==> config.mk <==
export PLATFORM = sky130hd
export DESIGN_NAME = mem_arbiter_flat
export DESIGN_NICKNAME = d
export VERILOG_FILES = /design/src/rtl/mem_arbiter_if.sv /design/src/rtl/mem_arbiter.sv /design/src/flat_wrapper.sv
export SDC_FILE = /design/constraint.sdc
export NUM_CORES = 1
export LEC_CHECK = 0
export CAP_MARGIN = 0
export CELL_PAD_IN_SITES_DETAIL_PLACEMENT = 0
export CELL_PAD_IN_SITES_GLOBAL_PLACEMENT = 1
export CORE_AREA = 4 4 334 336
export DETAILED_ROUTE_END_ITERATION = 16
export DIE_AREA = 0 0 338 340
export HOLD_SLACK_MARGIN = 0.06
export PLACE_DENSITY = 0.47
export RECOVER_POWER = 100
export SYNTH_ARGS = -nofsm -noshare
export SYNTH_HDL_FRONTEND = slang
export SYNTH_SLANG_ARGS = --single-unit
export TNS_END_PERCENT = 50
==> constraint.sdc <==
create_clock -name clk -period 12.4 [get_ports clk]
set_input_delay 1.86 -clock clk [delete_from_list [all_inputs] [get_ports clk]]
set_output_delay 1.86 -clock clk [all_outputs]
set_load 0.005 [all_outputs]
==> src/rtl/mem_arbiter_if.sv <==
// Line-transaction memory port: one requester (master) driving read/write strobes, address and
// write line, one responder (slave) returning the read line and a one-cycle ready pulse.
interface mem_arbiter_if #(
  parameter int unsigned ADDR_W = 28
);
  logic              read;
  logic              write;
  logic [ADDR_W-1:0] addr;
  logic [127:0]      wdata;
  logic [127:0]      rdata;
  logic              ready;

  modport master (output read, output write, output addr, output wdata,
                  input rdata, input ready);
  modport slave  (input read, input write, input addr, input wdata,
                  output rdata, output ready);
endinterface

==> src/rtl/mem_arbiter.sv <==
// Shares one memory port between the I_cache and D_cache line ports, one transaction at a time.
// D wins ties unless it has already won MAX_D_RUN grants in a row while I was waiting.
module mem_arbiter #(
  parameter int unsigned MAX_D_RUN = 4,
  parameter int unsigned ADDR_W    = 28
) (
  input logic           clk,
  input logic           proc_reset,
  mem_arbiter_if.slave  cache_i,
  mem_arbiter_if.slave  cache_d,
  mem_arbiter_if.master mem
);

  typedef enum logic [1:0] {StIdle, StServeI, StServeD, StRelease} state_e;

  state_e            state_q;
  logic [3:0]        d_run_q;
  logic [ADDR_W-1:0] addr_q;
  logic [127:0]      wdata_q;
  logic              read_q;
  logic              write_q;

  logic req_i, req_d, grant_i, grant_d;

  always_comb begin
    req_i   = cache_i.read | cache_i.write;
    req_d   = cache_d.read | cache_d.write;
    grant_d = req_d & (~req_i | (d_run_q < 4'(MAX_D_RUN)));
    grant_i = req_i & ~grant_d;
  end

  // Strobes are registered; a write request wins over a simultaneous read on the same side.
  always_ff @(posedge clk or posedge proc_reset) begin
    if (proc_reset) begin
      state_q <= StIdle;
      d_run_q <= 4'd0;
      addr_q  <= '0;
      wdata_q <= '0;
      read_q  <= 1'b0;
      write_q <= 1'b0;
    end else begin
      unique case (state_q)
        StIdle: begin
          if (grant_d) begin
            state_q <= StServeD;
            addr_q  <= cache_d.addr;
            wdata_q <= cache_d.wdata;
            write_q <= cache_d.write;
            read_q  <= ~cache_d.write;
            if (!req_i) begin
              d_run_q <= 4'd0;
            end else if (d_run_q < 4'(MAX_D_RUN)) begin
              d_run_q <= d_run_q + 4'd1;
            end
          end else if (grant_i) begin
            state_q <= StServeI;
            addr_q  <= cache_i.addr;
            wdata_q <= cache_i.wdata;
            write_q <= cache_i.write;
            read_q  <= ~cache_i.write;
            d_run_q <= 4'd0;
          end
        end
        StServeI, StServeD: begin
          if (mem.ready) begin
            state_q <= StRelease;
            read_q  <= 1'b0;
            write_q <= 1'b0;
          end
        end
        StRelease: state_q <= StIdle;
      endcase
    end
  end

  assign mem.read      = read_q;
  assign mem.write     = write_q;
  assign mem.addr      = addr_q;
  assign mem.wdata     = wdata_q;

  assign cache_i.rdata = mem.rdata;
  assign cache_d.rdata = mem.rdata;
  assign cache_i.ready = (state_q == StServeI) & mem.ready;
  assign cache_d.ready = (state_q == StServeD) & mem.ready;

endmodule
==> src/flat_wrapper.sv <==
// flat-port wrapper written by rule: the top's interface ports become plain ports
module mem_arbiter_flat 
#(
  parameter int unsigned MAX_D_RUN = 4,
  parameter int unsigned ADDR_W    = 28
)
  (clk, proc_reset, cache_i_read, cache_i_write, cache_i_addr, cache_i_wdata, cache_i_rdata, cache_i_ready, cache_d_read, cache_d_write, cache_d_addr, cache_d_wdata, cache_d_rdata, cache_d_ready, mem_read, mem_write, mem_addr, mem_wdata, mem_rdata, mem_ready);
  mem_arbiter_if #(.ADDR_W(ADDR_W)) cache_i_i ();
  mem_arbiter_if #(.ADDR_W(ADDR_W)) cache_d_i ();
  mem_arbiter_if #(.ADDR_W(ADDR_W)) mem_i ();
  input logic clk;
  input logic proc_reset;
  input wire logic [$bits(cache_i_i.read)-1:0] cache_i_read;
  input wire logic [$bits(cache_i_i.write)-1:0] cache_i_write;
  input wire logic [$bits(cache_i_i.addr)-1:0] cache_i_addr;
  input wire logic [$bits(cache_i_i.wdata)-1:0] cache_i_wdata;
  output wire logic [$bits(cache_i_i.rdata)-1:0] cache_i_rdata;
  output wire logic [$bits(cache_i_i.ready)-1:0] cache_i_ready;
  input wire logic [$bits(cache_d_i.read)-1:0] cache_d_read;
  input wire logic [$bits(cache_d_i.write)-1:0] cache_d_write;
  input wire logic [$bits(cache_d_i.addr)-1:0] cache_d_addr;
  input wire logic [$bits(cache_d_i.wdata)-1:0] cache_d_wdata;
  output wire logic [$bits(cache_d_i.rdata)-1:0] cache_d_rdata;
  output wire logic [$bits(cache_d_i.ready)-1:0] cache_d_ready;
  output wire logic [$bits(mem_i.read)-1:0] mem_read;
  output wire logic [$bits(mem_i.write)-1:0] mem_write;
  output wire logic [$bits(mem_i.addr)-1:0] mem_addr;
  output wire logic [$bits(mem_i.wdata)-1:0] mem_wdata;
  input wire logic [$bits(mem_i.rdata)-1:0] mem_rdata;
  input wire logic [$bits(mem_i.ready)-1:0] mem_ready;
  assign cache_i_i.read = cache_i_read;
  assign cache_i_i.write = cache_i_write;
  assign cache_i_i.addr = cache_i_addr;
  assign cache_i_i.wdata = cache_i_wdata;
  assign cache_i_rdata = cache_i_i.rdata;
  assign cache_i_ready = cache_i_i.ready;
  assign cache_d_i.read = cache_d_read;
  assign cache_d_i.write = cache_d_write;
  assign cache_d_i.addr = cache_d_addr;
  assign cache_d_i.wdata = cache_d_wdata;
  assign cache_d_rdata = cache_d_i.rdata;
  assign cache_d_ready = cache_d_i.ready;
  assign mem_read = mem_i.read;
  assign mem_write = mem_i.write;
  assign mem_addr = mem_i.addr;
  assign mem_wdata = mem_i.wdata;
  assign mem_i.rdata = mem_rdata;
  assign mem_i.ready = mem_ready;
  mem_arbiter #(.MAX_D_RUN(MAX_D_RUN), .ADDR_W(ADDR_W)) u_core (.clk(clk), .proc_reset(proc_reset), .cache_i(cache_i_i), .cache_d(cache_d_i), .mem(mem_i));
endmodule
==> impl_metrics.csv <==
group,metric,value,unit
timing,worstMarginPinSlew,3.72,ns
clock_network,cts_hold_buffers,0,
timing,setup-tns-final,0,ns
clock_network,cts.sinks,164,
pwr,p_sw,0.00121,W
grt,antenna_found_initial,5,
synth,synth_seq_cells,164,
final_layout,final_nets,1797,
floorplanning,die_width,338,um
final_layout,layout_common_cells,"316 x clkdlybuf4s50_1, 164 x dfrtp_1, 162 x dlygate4sd3_1",
clock_network,ctsResizeCount,0,
placed_design,routabilityCongestion,0.836,
clock_network,clockBufferDepth,2,
floorplanning,core_area,109000,sq um
clock_network,htreeDepth,4,
timing,relSlewSlack,-148,%
detailed_routing,drc,0,
worst_setup_path,r2r-start,"u_core.state_q[0]$_DFFE_PP0P_",
pwr,p_clk_share,19.2,%
worst_setup_path,cp_slowest_cell,"clkbuf_1",
final_layout,finalNonFillerCells,2773,
detailed_routing,firstDrtPassIters,5,
grt,grt-busiest-layer,"met2",
timing,fin_crit_sh,61.7,%
pwr,switching_share,40.2,%
synth,synth_area,10200,sq um
final_layout,area_growth,45.7,%
synth,synth_cells,1192,
floorplanning,start_util,9.43,%
clock_network,cts_tree,"built",
final_layout,fin_util,13.7,%
final_layout,fillers,12400,
timing,rsz0062_at_grt,"no",
detailed_routing,drt_iter0_drc,469,
floorplanning,fp-row-count,121,
placed_design,dp_slack,7.34,ns
grt,use_met1,9.32,%
grt,use_met2,17.7,%
floorplanning,dieArea,115000,sq um
floorplanning,io_pins,863,
worst_setup_path,cp_slowest_stage_delay,2.09,ns
worst_setup_path,reg2regPathDepth,6,
timing,fin_skew,0.0221,ns
final_layout,multi_input_area,3540,sq um
placed_design,detailed_place.area,14400,sq um
grt,track_usage,9.87,%
min_path,holdPathStages,1,
synth,syn_nets,1645,
grt,grt-ovfl-total,0,
worst_setup_path,endpoint_kind,"flip-flop",
detailed_routing,vias,9490,
clock_network,root_buffer,"clkbuf_16",
placed_design,placed_cells,2739,
timing,drv_slew,254,
clock_network,clk_pin_slew_worst_paths,0.08,ns
worst_setup_path,critPathKind,"input port to flip-flop",
final_layout,fin_area,14900,sq um
synth,yosysWarnings,0,
worst_setup_path,rr_endpoint,"u_core.mem.wdata[64]$_DFFE_PP0P_",
timing,min_period,7.65,ns
detailed_routing,wl,59.1,mm
worst_setup_path,worstPathArrival,8.06,ns
run,drv_cap,5,
worst_setup_path,worst_setup_path_start_kind,"input port",
min_path,hp-start,"u_core.d_run_q[1]$_DFFE_PP0P_",
clock_network,post_cts_buffers,0,
worst_setup_path,cp_common_cell,"clkbuf_1",
synth,syn_area_per_cell,8.59,sq um
grt,grt_max_degree,140,
worst_setup_path,crit_required,12.81,ns
synth,ys_types,31,
synth,ys_seq_area_share,40.1,%
timing,final_hold_viol_count,0,
clock_network,numCtsBuffers,17,
detailed_routing,postRouteAntennaNets,0,
timing,setup_viol,0,
detailed_routing,vias_per_cell,3.42,
grt,met3_usage,5.47,%
placed_design,hpwl,45.6,mm
worst_setup_path,crit_fanout,59,
worst_setup_path,cp_top_family,"buffers and inverters",
min_path,hold_end,"u_core.d_run_q[1]$_DFFE_PP0P_",
worst_setup_path,worstPathCellList,"dlygate4sd3_1 > nor2_1 > clkbuf_1 > clkbuf_1 > o21ai_0 > a31oi_1",
grt,grt_pass1_wl,79.8,mm
pwr,cellLeakagePower,5.20,nW
final_layout,layout_commonest_cell,"clkdlybuf4s50_1",
timing,fmax,131,MHz
pwr,powerDensity,202,nW/um^2
outcome,status,"finished, violations left",
final_layout,drive_gt1_share,6.12,%
timing,worst_slack,4.75,ns
pwr,p_int,0.00180,W
floorplanning,die_h,340,um
min_path,hold_path_class,"flip-flop to flip-flop",
final_layout,regArea,4100,sq um
clock_network,clock_latency,0.51,ns
pwr,seqPwrFrac,32.5,%
pwr,ir_worst_vdd,0.000164,V
placed_design,io_buffers,478,
pwr,comb_power_share,48.4,%
worst_setup_path,r2r_slack,8.69,ns
grt,grt_pass1_vias,9609,
outcome,violations,"max-capacitance violations, max-slew violations",
worst_setup_path,path_buf_inv,3,
detailed_routing,wl_per_cell,21.3,um
synthesized netlist by cell type:
| master | count | area, sq um |
|---|---|---|
| buf_4 | 257 | 1930 |
| dfrtp_1 | 164 | 4100 |
| o21ai_0 | 158 | 791 |
| nand3_1 | 157 | 786 |
| a31oi_1 | 156 | 976 |
| nor2_1 | 123 | 462 |
| clkbuf_1 | 37 | 139 |
| buf_2 | 35 | 175 |
| nor2_2 | 35 | 219 |
| buf_6 | 31 | 349 |
| ha_1 | 6 | 75.1 |
| inv_1 | 5 | 18.8 |
| nor2b_1 | 3 | 18.8 |
| a211o_1 | 2 | 17.5 |
| a211oi_1 | 2 | 15.0 |
| a21oi_1 | 2 | 10.0 |
| a22o_1 | 2 | 17.5 |
| a2bb2oi_1 | 2 | 17.5 |
| and2_1 | 2 | 12.5 |
| o22ai_1 | 2 | 12.5 |
| a21boi_0 | 1 | 7.51 |
| mux2_2 | 1 | 11.3 |
| nand2b_1 | 1 | 6.26 |
| nor3_1 | 1 | 5.00 |
| nor4_1 | 1 | 6.26 |
| nor4b_1 | 1 | 8.76 |
| o22a_1 | 1 | 8.76 |
| o22ai_2 | 1 | 12.5 |
| o41a_1 | 1 | 11.3 |
| or2_1 | 1 | 6.26 |
| or2_2 | 1 | 6.26 |
power by group through the flow:
stage,sequential (W),combinational (W),clock (W)
after global routing,0.00101,0.00162,0.000635
after detailed placement,0.00101,0.00159,0
final,0.000976,0.00146,0.000576
after CTS,0.000996,0.00160,0.000622
after floorplan,0.000986,0.000806,0
after global placement,0.000993,0.00159,0
flip-flops by register name (all words and copies together), names as in the netlist:
| signal | cells |
|---|---|
| u_core.mem.read | 1 |
| u_core.state_q | 2 |
| u_core.mem.write | 1 |
| u_core.mem.wdata | 128 |
| u_core.mem.addr | 28 |
| u_core.d_run_q | 4 |
logic make-up after synthesis:
group	Yosys count	synth area share, %
AOI/OAI and AO/OA	330	18.5
muxes	1	0.110
and+or+nand+nor	326	15.0
DFF	164	40.1
adders and majority gates	6	0.733
buffers and inverters	365	25.5
area by class of cell:
cell class | count | area share [%]
Timing Repair Buffer | 493 | 32.8
Clock inverter | 14 | 0.948
Tap cell | 1414 | 11.9
Clock buffer | 18 | 2.95
Antenna cell | 2 | 0.0336
Inverter | 5 | 0.134
Multi-Input combinational cell | 663 | 23.7
Sequential cell | 164 | 27.5
worst max path at each step:
stage | slack (ns) | start | endpoint | cells after the start
finish | 4.75 | cache_d_write | u_core.mem.wdata[95]$_DFFE_PP0P_ | 6
global route | 4.13 | cache_d_write | u_core.mem.wdata[95]$_DFFE_PP0P_ | 6
CTS | 7.44 | mem_ready | cache_d_ready | 3
detailed placement | 7.34 | cache_i_write | u_core.mem.wdata[64]$_DFFE_PP0P_ | 5
global placement | 7.41 | cache_i_write | u_core.mem.wdata[70]$_DFFE_PP0P_ | 6
floorplan | 6.11 | proc_reset | u_core.d_run_q[0]$_DFFE_PP0P_ | 1
metrics by stage:
stage | power [W] | hold WS [ns]
after floorplan | 0.00179 | 0.477
after global placement | 0.00258 | 0.493
after detailed placement | 0.00260 | 0.507
after CTS | 0.00321 | 0.531
after global routing | 0.00326 | 0.544
final | 0.00301 | 0.522
routing by layer:
layer  wire, um  vias to the layer above
li1           -                     4226
met1      19300                     4519
met2      30200                      664
met3       7620                       79
met4       1900                        2
met5         17                        -
(Power assumes the default switching activity.)
